**config.mk**
```make
export PLATFORM = sky130hd
export DESIGN_NAME = alu_cmd_queue
export DESIGN_NICKNAME = d
export VERILOG_FILES = /design/src/rtl/alu_cmd_queue.sv
export SDC_FILE = /design/constraint.sdc
export NUM_CORES = 1
export LEC_CHECK = 0
export BUFFER_PORTS_ARGS = -buffer_cell sky130_fd_sc_hd__buf_4
export CAP_MARGIN = 20
export CORE_ASPECT_RATIO = 0.8
export CORE_MARGIN = 10
export CORE_UTILIZATION = 60
export DETAILED_ROUTE_END_ITERATION = 8
export PLACE_DENSITY = 0.8
export SYNTH_ARGS = -nofsm -noshare
export SYNTH_HDL_FRONTEND = slang
export SYNTH_SLANG_ARGS = --single-unit
```
**constraint.sdc**
```tcl
create_clock -name clk_i -period 5.5 [get_ports clk_i]
set_clock_uncertainty 0.2 [all_clocks]
set_input_delay 0.275 -clock clk_i [delete_from_list [all_inputs] [get_ports clk_i]]
set_output_delay 0.275 -clock clk_i [all_outputs]
set_load 0.005 [all_outputs]
```
**src/rtl/alu_cmd_queue.sv**
```systemverilog
// Command FIFO in front of a combinational 4-bit ALU. Commands are issued into
// registered operand lines, and the result is captured one cycle after issue.
module alu_cmd_queue #(
  parameter  int DEPTH = 8,
  localparam int AW    = $clog2(DEPTH)
) (
  input  logic          clk_i,
  input  logic          rst_ni,
  input  logic          wr_en_i,
  input  logic [3:0]    wr_a_i,
  input  logic [3:0]    wr_b_i,
  input  logic [3:0]    wr_sel_i,
  output logic          full_o,
  output logic          empty_o,
  output logic [AW:0]   count_o,
  input  logic          issue_en_i,
  input  logic          flush_i,
  output logic [3:0]    alu_a_o,
  output logic [3:0]    alu_b_o,
  output logic [3:0]    alu_sel_o,
  input  logic          alu_c_i,
  input  logic [3:0]    alu_out1_i,
  input  logic [3:0]    alu_out2_i,
  output logic          res_valid_o,
  output logic [8:0]    res_data_o,
  output logic [3:0]    res_sel_o,
  output logic          ovf_o,
  output logic          unf_o
);

  logic [11:0]  mem_q [DEPTH];
  logic [AW-1:0] wptr_q, rptr_q;
  logic [AW:0]   count_q, count_d;
  logic          full_q, empty_q;
  logic [3:0]    alu_a_q, alu_b_q, alu_sel_q;
  logic          issued_q;
  logic          res_valid_q;
  logic [8:0]    res_data_q;
  logic [3:0]    res_sel_q;
  logic          ovf_q, unf_q;

  logic          pop_acc_s, push_acc_s, ovf_set_s, unf_set_s;

  // A pop while full frees the slot the same-cycle push needs; flush masks both.
  always_comb begin
    pop_acc_s  = issue_en_i && !empty_q && !flush_i;
    push_acc_s = wr_en_i && !flush_i && (!full_q || pop_acc_s);
    ovf_set_s  = wr_en_i && !flush_i && full_q && !pop_acc_s;
    unf_set_s  = issue_en_i && !flush_i && empty_q;
    count_d    = count_q;
    if (flush_i) begin
      count_d = '0;
    end else begin
      case ({push_acc_s, pop_acc_s})
        2'b10:   count_d = count_q + {{AW{1'b0}}, 1'b1};
        2'b01:   count_d = count_q - {{AW{1'b0}}, 1'b1};
        default: count_d = count_q;
      endcase
    end
  end

  always_ff @(posedge clk_i or negedge rst_ni) begin
    if (!rst_ni) begin
      for (int i = 0; i < DEPTH; i++) mem_q[i] <= 12'h000;
      wptr_q      <= '0;
      rptr_q      <= '0;
      count_q     <= '0;
      full_q      <= 1'b0;
      empty_q     <= 1'b1;
      alu_a_q     <= 4'h0;
      alu_b_q     <= 4'h0;
      alu_sel_q   <= 4'h0;
      issued_q    <= 1'b0;
      res_valid_q <= 1'b0;
      res_data_q  <= 9'h000;
      res_sel_q   <= 4'h0;
      ovf_q       <= 1'b0;
      unf_q       <= 1'b0;
    end else begin
      count_q <= count_d;
      full_q  <= (count_d == (AW+1)'(DEPTH));
      empty_q <= (count_d == '0);
      if (flush_i) begin
        wptr_q <= '0;
        rptr_q <= '0;
      end else begin
        if (push_acc_s) begin
          mem_q[wptr_q] <= {wr_sel_i, wr_b_i, wr_a_i};
          wptr_q        <= wptr_q + {{(AW-1){1'b0}}, 1'b1};
        end
        if (pop_acc_s) begin
          {alu_sel_q, alu_b_q, alu_a_q} <= mem_q[rptr_q];
          rptr_q <= rptr_q + {{(AW-1){1'b0}}, 1'b1};
        end
      end
      // An issue in flight survives a flush; only reset drops it.
      issued_q    <= pop_acc_s;
      res_valid_q <= issued_q;
      if (issued_q) begin
        res_data_q <= {alu_c_i, alu_out2_i, alu_out1_i};
        res_sel_q  <= alu_sel_q;
      end
      if (ovf_set_s) ovf_q <= 1'b1;
      if (unf_set_s) unf_q <= 1'b1;
    end
  end

  assign full_o      = full_q;
  assign empty_o     = empty_q;
  assign count_o     = count_q;
  assign alu_a_o     = alu_a_q;
  assign alu_b_o     = alu_b_q;
  assign alu_sel_o   = alu_sel_q;
  assign res_valid_o = res_valid_q;
  assign res_data_o  = res_data_q;
  assign res_sel_o   = res_sel_q;
  assign ovf_o       = ovf_q;
  assign unf_o       = unf_q;

endmodule

```
==> impl_metrics.json, run 1 <==
{
  "p_total_mw": 3.169,
  "grt_usage_pct": 18.18,
  "crit_path_end_kind": "flop",
  "grt_pass1_vias": 3898,
  "use_met3_pct": 5.242,
  "port_buffers": 59,
  "nNetsFinal": 520,
  "numCtsBuffers": 17,
  "gr-total-overflow": 0,
  "cp_slowest_cell": "dlygate4sd3_1",
  "multi_input_area_um2": 2479,
  "cp.arrival_ns": 3.13,
  "cp_num_buf_inv": 2,
  "setup_viol": 0,
  "cts_tree": "done",
  "htreeDepth": 4,
  "status": "finished, final reports clean",
  "hold_class": "primary input to flop",
  "clockBufferDepth": 2,
  "drtIter0Drc": 183,
  "ant_nets": 0,
  "layout_common_cells": "dfrtp_1, mux2_2, buf_4",
  "max_freq_mhz": 330.3,
  "ios": 60,
  "crit_type": "primary input to flop",
  "grt_max_degree": 72,
  "crit_fanout": 8,
  "synth_cells": 399,
  "ir_worst_vdd_v": 0.0004076,
  "diodes": 0,
  "path_clk_slew_ns": 0.06,
  "final_util_pct": 77.06,
  "synth_cell_types": 40,
  "worst_path_most_repeated_cell": "ha_1",
  "drtPass1Iterations": 4,
  "path_cells": "dlygate4sd3_1 > buf_4 > nor2b_1 > o21ai_2 > ha_1 > xor2_1 > ha_1 > a21oi_1 > mux2i_1 > xnor2_1 > nor4bb_1",
  "syn-mean-instance-area_um2": 15.12,
  "final_max_slew_viol_count": 0,
  "cts-root-buf": "clkbuf_16",
  "seq_area_frac_synth_pct": 56.86,
  "finalWorstSetupSlack_ns": 2.472,
  "cap_violations": 0,
  "viasPerCell": 5.688,
  "drt-wirelength-per-cell_um": 19.53,
  "ys_ff_latch": 137,
  "grtUsageMet2_pct": 30.68,
  "clock_sinks": 137,
  "die_w_um": 132.1,
  "grt_antenna_before_repair": 0,
  "ctsResizeCount": 0,
  "syn_area_um2": 6032,
  "routed_wl_um": 12460,
  "num_vias": 3629,
  "setup_tns_ns": 0,
  "remaining_drc_errors": 0,
  "clk_latency_ns": 0.41,
  "grtUsageMet1_pct": 22.60,
  "max_slew_margin_pct": 40.85,
  "seq_area_um2": 3430,
  "period_share_pct": 55.05,
  "synth_warnings": 0,
  "required_ns": 5.60,
  "grt_pass1_wl_um": 20690,
  "cp_slowest_stage_delay_ns": 0.53,
  "tightest_slew_ns": 0.8873,
  "pwr_density_cell_nw_per_um2": 422.7,
  "row_count": 32,
  "fill_cells": 591,
  "core_area_um2": 9729,
  "synth_edf_count": 0,
  "layout_commonest_cell": "dfrtp_1",
  "die_area_um2": 14490,
  "finalHoldViolCount": 0,
  "critPathLaunchType": "primary input",
  "busiest_layer": "met2",
  "initial_core_util_pct": 62.00,
  "ys.flop_type": "dfrtp_1",
  "area_delta_synth_final_pct": 24.29,
  "postSynthNetCount": 430,
  "synth-async-reset-ratio_pct": 100.0,
  "drive_above_1_share_pct": 49.00,
  "rsz0062_at_grt": "false",
  "place.gp.congestion": 0.7955,
  "die_y_um": 109.7,
  "crit_family": "simple AND/OR/NAND/NOR gates",
  "p_leak_nw": 3.383,
  "dp_worst_setup_slack_ns": 2.259,
  "finalCriticalPeriod_ns": 3.028,
  "dp_hpwl_um": 7545
}
## logic make-up after synthesis
group	after synthesis	share of synthesized area [%]
buffers and inverters	26	2.178
and+or+nand+nor	48	4.128
muxes	147	31.63
xor gates and xnor gates	7	1.016
adders and majority gates	5	1.037
AOI/OAI and AO/OA	29	3.153
DFF	137	56.86
## through the flow
stage	std cells	cell area, um2	hold WS (ns)
5_1_grt	638	7497	0.08576
3_5_place_dp	581	6608	0.2322
3_3_place_gp	581	6608	0.2145
2_1_floorplan	399	6032	-0.2206
6_report	638	7497	0.09639
4_1_cts	637	7486	0.08295
## sequential cells by signal, summed over array words and instances, names as in the netlist, 3 cells and up
register / flops
rptr_q: 3
res_data_o: 9
res_sel_o: 4
count_o: 4
mem_q: 96
alu_b_o: 4
alu_sel_o: 4
wptr_q: 3
alu_a_o: 4
## worst min-delay path: cells and delay by family
kind            cells  cell delay [ns]
simple gates        1             0.11
compound gates      1             0.08
xor+xnor            1             0.08
buf+inv             1             0.11
## final timing paths
kind	from	end	slack [ns]	cells past startpoint
max in group asynchronous	rst_ni	mem_q[79]$_DFFE_PN0P_	3.40	3
worst min register to register	ovf_o$_DFFE_PN0P_	ovf_o$_DFFE_PN0P_	0.27	1
min in group asynchronous	rst_ni	mem_q[37]$_DFFE_PN0P_	0.31	2
worst max-delay path	issue_en_i	full_o$_DFF_PN0_	2.47	11
worst max register to register	empty_o$_DFF_PN1_	full_o$_DFF_PN0_	2.60	9
worst min-delay path	wr_en_i	wptr_q[0]$_DFFE_PN0P_	0.1	4
## area by class of cell
class                   instances  share of cell area, %
multi-input cells             236                  33.06
clock buffers                  18                  5.858
clock inverters                14                  2.654
well taps                     136                  2.270
repair buffers                 94                  10.26
inverters                       3                 0.1502
flip-flops and latches        137                  45.74
## synth_stat cells (all sizes together), types with 2 or more instances
library cell	count	share of area [%]
nor2b	3	0.31
nand3b	2	0.25
nand2	5	0.31
mux2	109	20
mux2i	14	2.3
xor2	5	0.73
o211ai	3	0.46
nor3	2	0.17
dfrtp	136	56
xnor2	2	0.29
nor2	27	1.7
a21oi	15	1.2
mux4	24	9.0
inv	3	0.19
a31o	2	0.29
ha	5	1.0
clkbuf	8	0.52
nand2b	2	0.21
o21ai	3	0.31
buf	15	1.5
## power by group
group	switching [mW]	leakage [nW]	internal [mW]
Clock	0.427	0.298	0.773
Sequential	0.133	1.76	1.24
Combinational	0.220	1.33	0.377
Total	0.781	3.38	2.39
## layer usage
layer,up-vias,share of wire [%]
met5,-,0
met4,0,0.75
met3,11,4.8
met2,86,50
met1,1881,45
li1,1651,-
## repair_timing
action / 4_1_cts / 5_1_grt
setup buffers: 0 / 0
hold buffers: 24 / 0
hold endpoints to repair: 182 / 0
Note: power is estimated with default switching activity, not from simulation.
==> run 2, diff against run 1 <==
- CORE_UTILIZATION: 60 -> 59
- PLACE_DENSITY: 0.8 -> 0.79
- clock period: 5.5 -> 2.9 ns (I/O delays scaled with it)
==> impl_metrics.json, run 2 (synthesis gave the netlist of run 1 again) <==
{
  "p_leak_nw": 3.427,
  "ios": 60,
  "fin_cells": 649,
  "cts-root-buf": "clkbuf_16",
  "area_delta_synth_final_pct": 25.41,
  "clock_sinks": 137,
  "rsz0062_at_grt": "false",
  "fin_hold_ws_ns": 0.1632,
  "use_met3_pct": 5.651,
  "finalCriticalPeriod_ns": 2.721,
  "finalHoldViolCount": 0,
  "ir_worst_vdd_v": 0.0005905,
  "viasPerCell": 5.746,
  "grtUsageMet1_pct": 23.66,
  "num_vias": 3729,
  "grt_usage_pct": 18.94,
  "largest_reg_flops": 96,
  "critPathLaunchType": "flop",
  "grt_max_degree": 64,
  "finalWorstSetupSlack_ns": 0.1787,
  "place.gp.congestion": 0.7407,
  "nNetsFinal": 531,
  "drtPass1Iterations": 4,
  "drt-wirelength-per-cell_um": 20.42,
  "port_buffers": 59,
  "clk_latency_ns": 0.41,
  "pwr_density_cell_nw_per_um2": 777.1,
  "crit_path_end_kind": "flop",
  "numCtsBuffers": 17,
  "cp.arrival_ns": 2.79,
  "status": "finished, final reports clean",
  "setup_viol": 0,
  "initial_core_util_pct": 61.49,
  "final_max_slew_viol_count": 0,
  "dp_hpwl_um": 8425,
  "period_share_pct": 93.84,
  "tightest_slew_ns": 0.9044,
  "diodes": 0,
  "htreeDepth": 4,
  "required_ns": 2.97,
  "max_freq_mhz": 367.5,
  "die_w_um": 133.0,
  "routed_wl_um": 13250,
  "core_area_um2": 9809,
  "cap_violations": 0,
  "row_count": 32,
  "layout_commonest_cell": "dfrtp_1",
  "dp_worst_setup_slack_ns": -0.02176,
  "busiest_layer": "met2",
  "max_slew_margin_pct": 39.70,
  "hold_class": "primary input to async pin",
  "remaining_drc_errors": 0,
  "grt_antenna_before_repair": 0,
  "drive_above_1_share_pct": 49.12,
  "path_clk_slew_ns": 0.05,
  "path_cells": "nand2b_1 > nor2_4 > ha_2 > xor2_1 > ha_1 > a21oi_1 > mux2i_1 > xnor2_1 > nor4bb_1",
  "cp_slowest_cell": "dfstp_2",
  "cp_slowest_stage_delay_ns": 0.56,
  "cts_tree": "done",
  "top_register": "mem_q",
  "grt_pass1_wl_um": 22090,
  "setup_tns_ns": 0,
  "dp_cells": 590,
  "crit_fanout": 8,
  "gr-total-overflow": 0,
  "cp_num_buf_inv": 0,
  "p_total_mw": 5.878,
  "layout_common_cells": "dfrtp_1, mux2_2, buf_4",
  "die_y_um": 110.4,
  "die_area_um2": 14690,
  "drtIter0Drc": 267,
  "grtUsageMet2_pct": 30.53,
  "ant_nets": 0,
  "clockBufferDepth": 2,
  "grt_pass1_vias": 4067,
  "crit_family": "simple AND/OR/NAND/NOR gates",
  "crit_type": "flop to flop"
}
run 2: layout make-up:
| cell class | instances | area, um2 |
|---|---|---|
| timing repair buffer | 105 | 878.3 |
| tap | 136 | 170.2 |
| clock buffer | 28 | 506.7 |
| multi-input combinational | 236 | 2499 |
| clock inverter | 4 | 70.07 |
| sequential | 137 | 3430 |
| fill | 580 | 2245 |
| inverter | 3 | 11.26 |
run 2: per-stage QoR:
| stage | utilization [%] | instance area (um2) |
|---|---|---|
| CTS | 76.99 | 7552 |
| global placement | 68.41 | 6710 |
| detailed placement | 68.41 | 6710 |
| global route | 77.12 | 7565 |
| floorplan | - | 6032 |
| finish | 77.12 | 7565 |
run 2: timing repair:
item,in CTS,in global routing
hold endpoints to repair,178,0
resized for setup,1,2
cloned,0,0
endpoints found under the setup margin,1,2
setup buffers,0,1
pin swaps,0,1
hold buffers,26,0
run 2: worst paths after layout:
path,startpoint,to,slack [ns],depth (start not counted)
worst max-delay path,empty_o$_DFF_PN1_,full_o$_DFF_PN0_,0.18,9
worst max register to register,empty_o$_DFF_PN1_,full_o$_DFF_PN0_,0.18,9
min in group clk_i,ovf_o$_DFFE_PN0P_,ovf_o$_DFFE_PN0P_,0.27,1
max in group asynchronous,rst_ni,alu_a_o[2]$_DFFE_PN0P_,1.51,3
worst min register to register,ovf_o$_DFFE_PN0P_,ovf_o$_DFFE_PN0P_,0.27,1
worst min-delay path,rst_ni,count_o[3]$_DFF_PN0_,0.16,2
run 2: routing by layer:
metal | up-vias | wire length, um
li1 | 1670 | -
met1 | 1938 | 5569
met2 | 102 | 6687
met3 | 19 | 812
met4 | 0 | 182
met5 | - | 0
run 2: where the power goes:
| group | switching, mW | internal (mW) | total [mW] | leakage [nW] |
|---|---|---|---|---|
| Sequential | 0.280 | 2.35 | 2.63 | 1.76 |
| Combinational | 0.437 | 0.731 | 1.17 | 1.39 |
| Clock | 0.724 | 1.35 | 2.08 | 0.283 |
| Total | 1.44 | 4.44 | 5.88 | 3.43 |
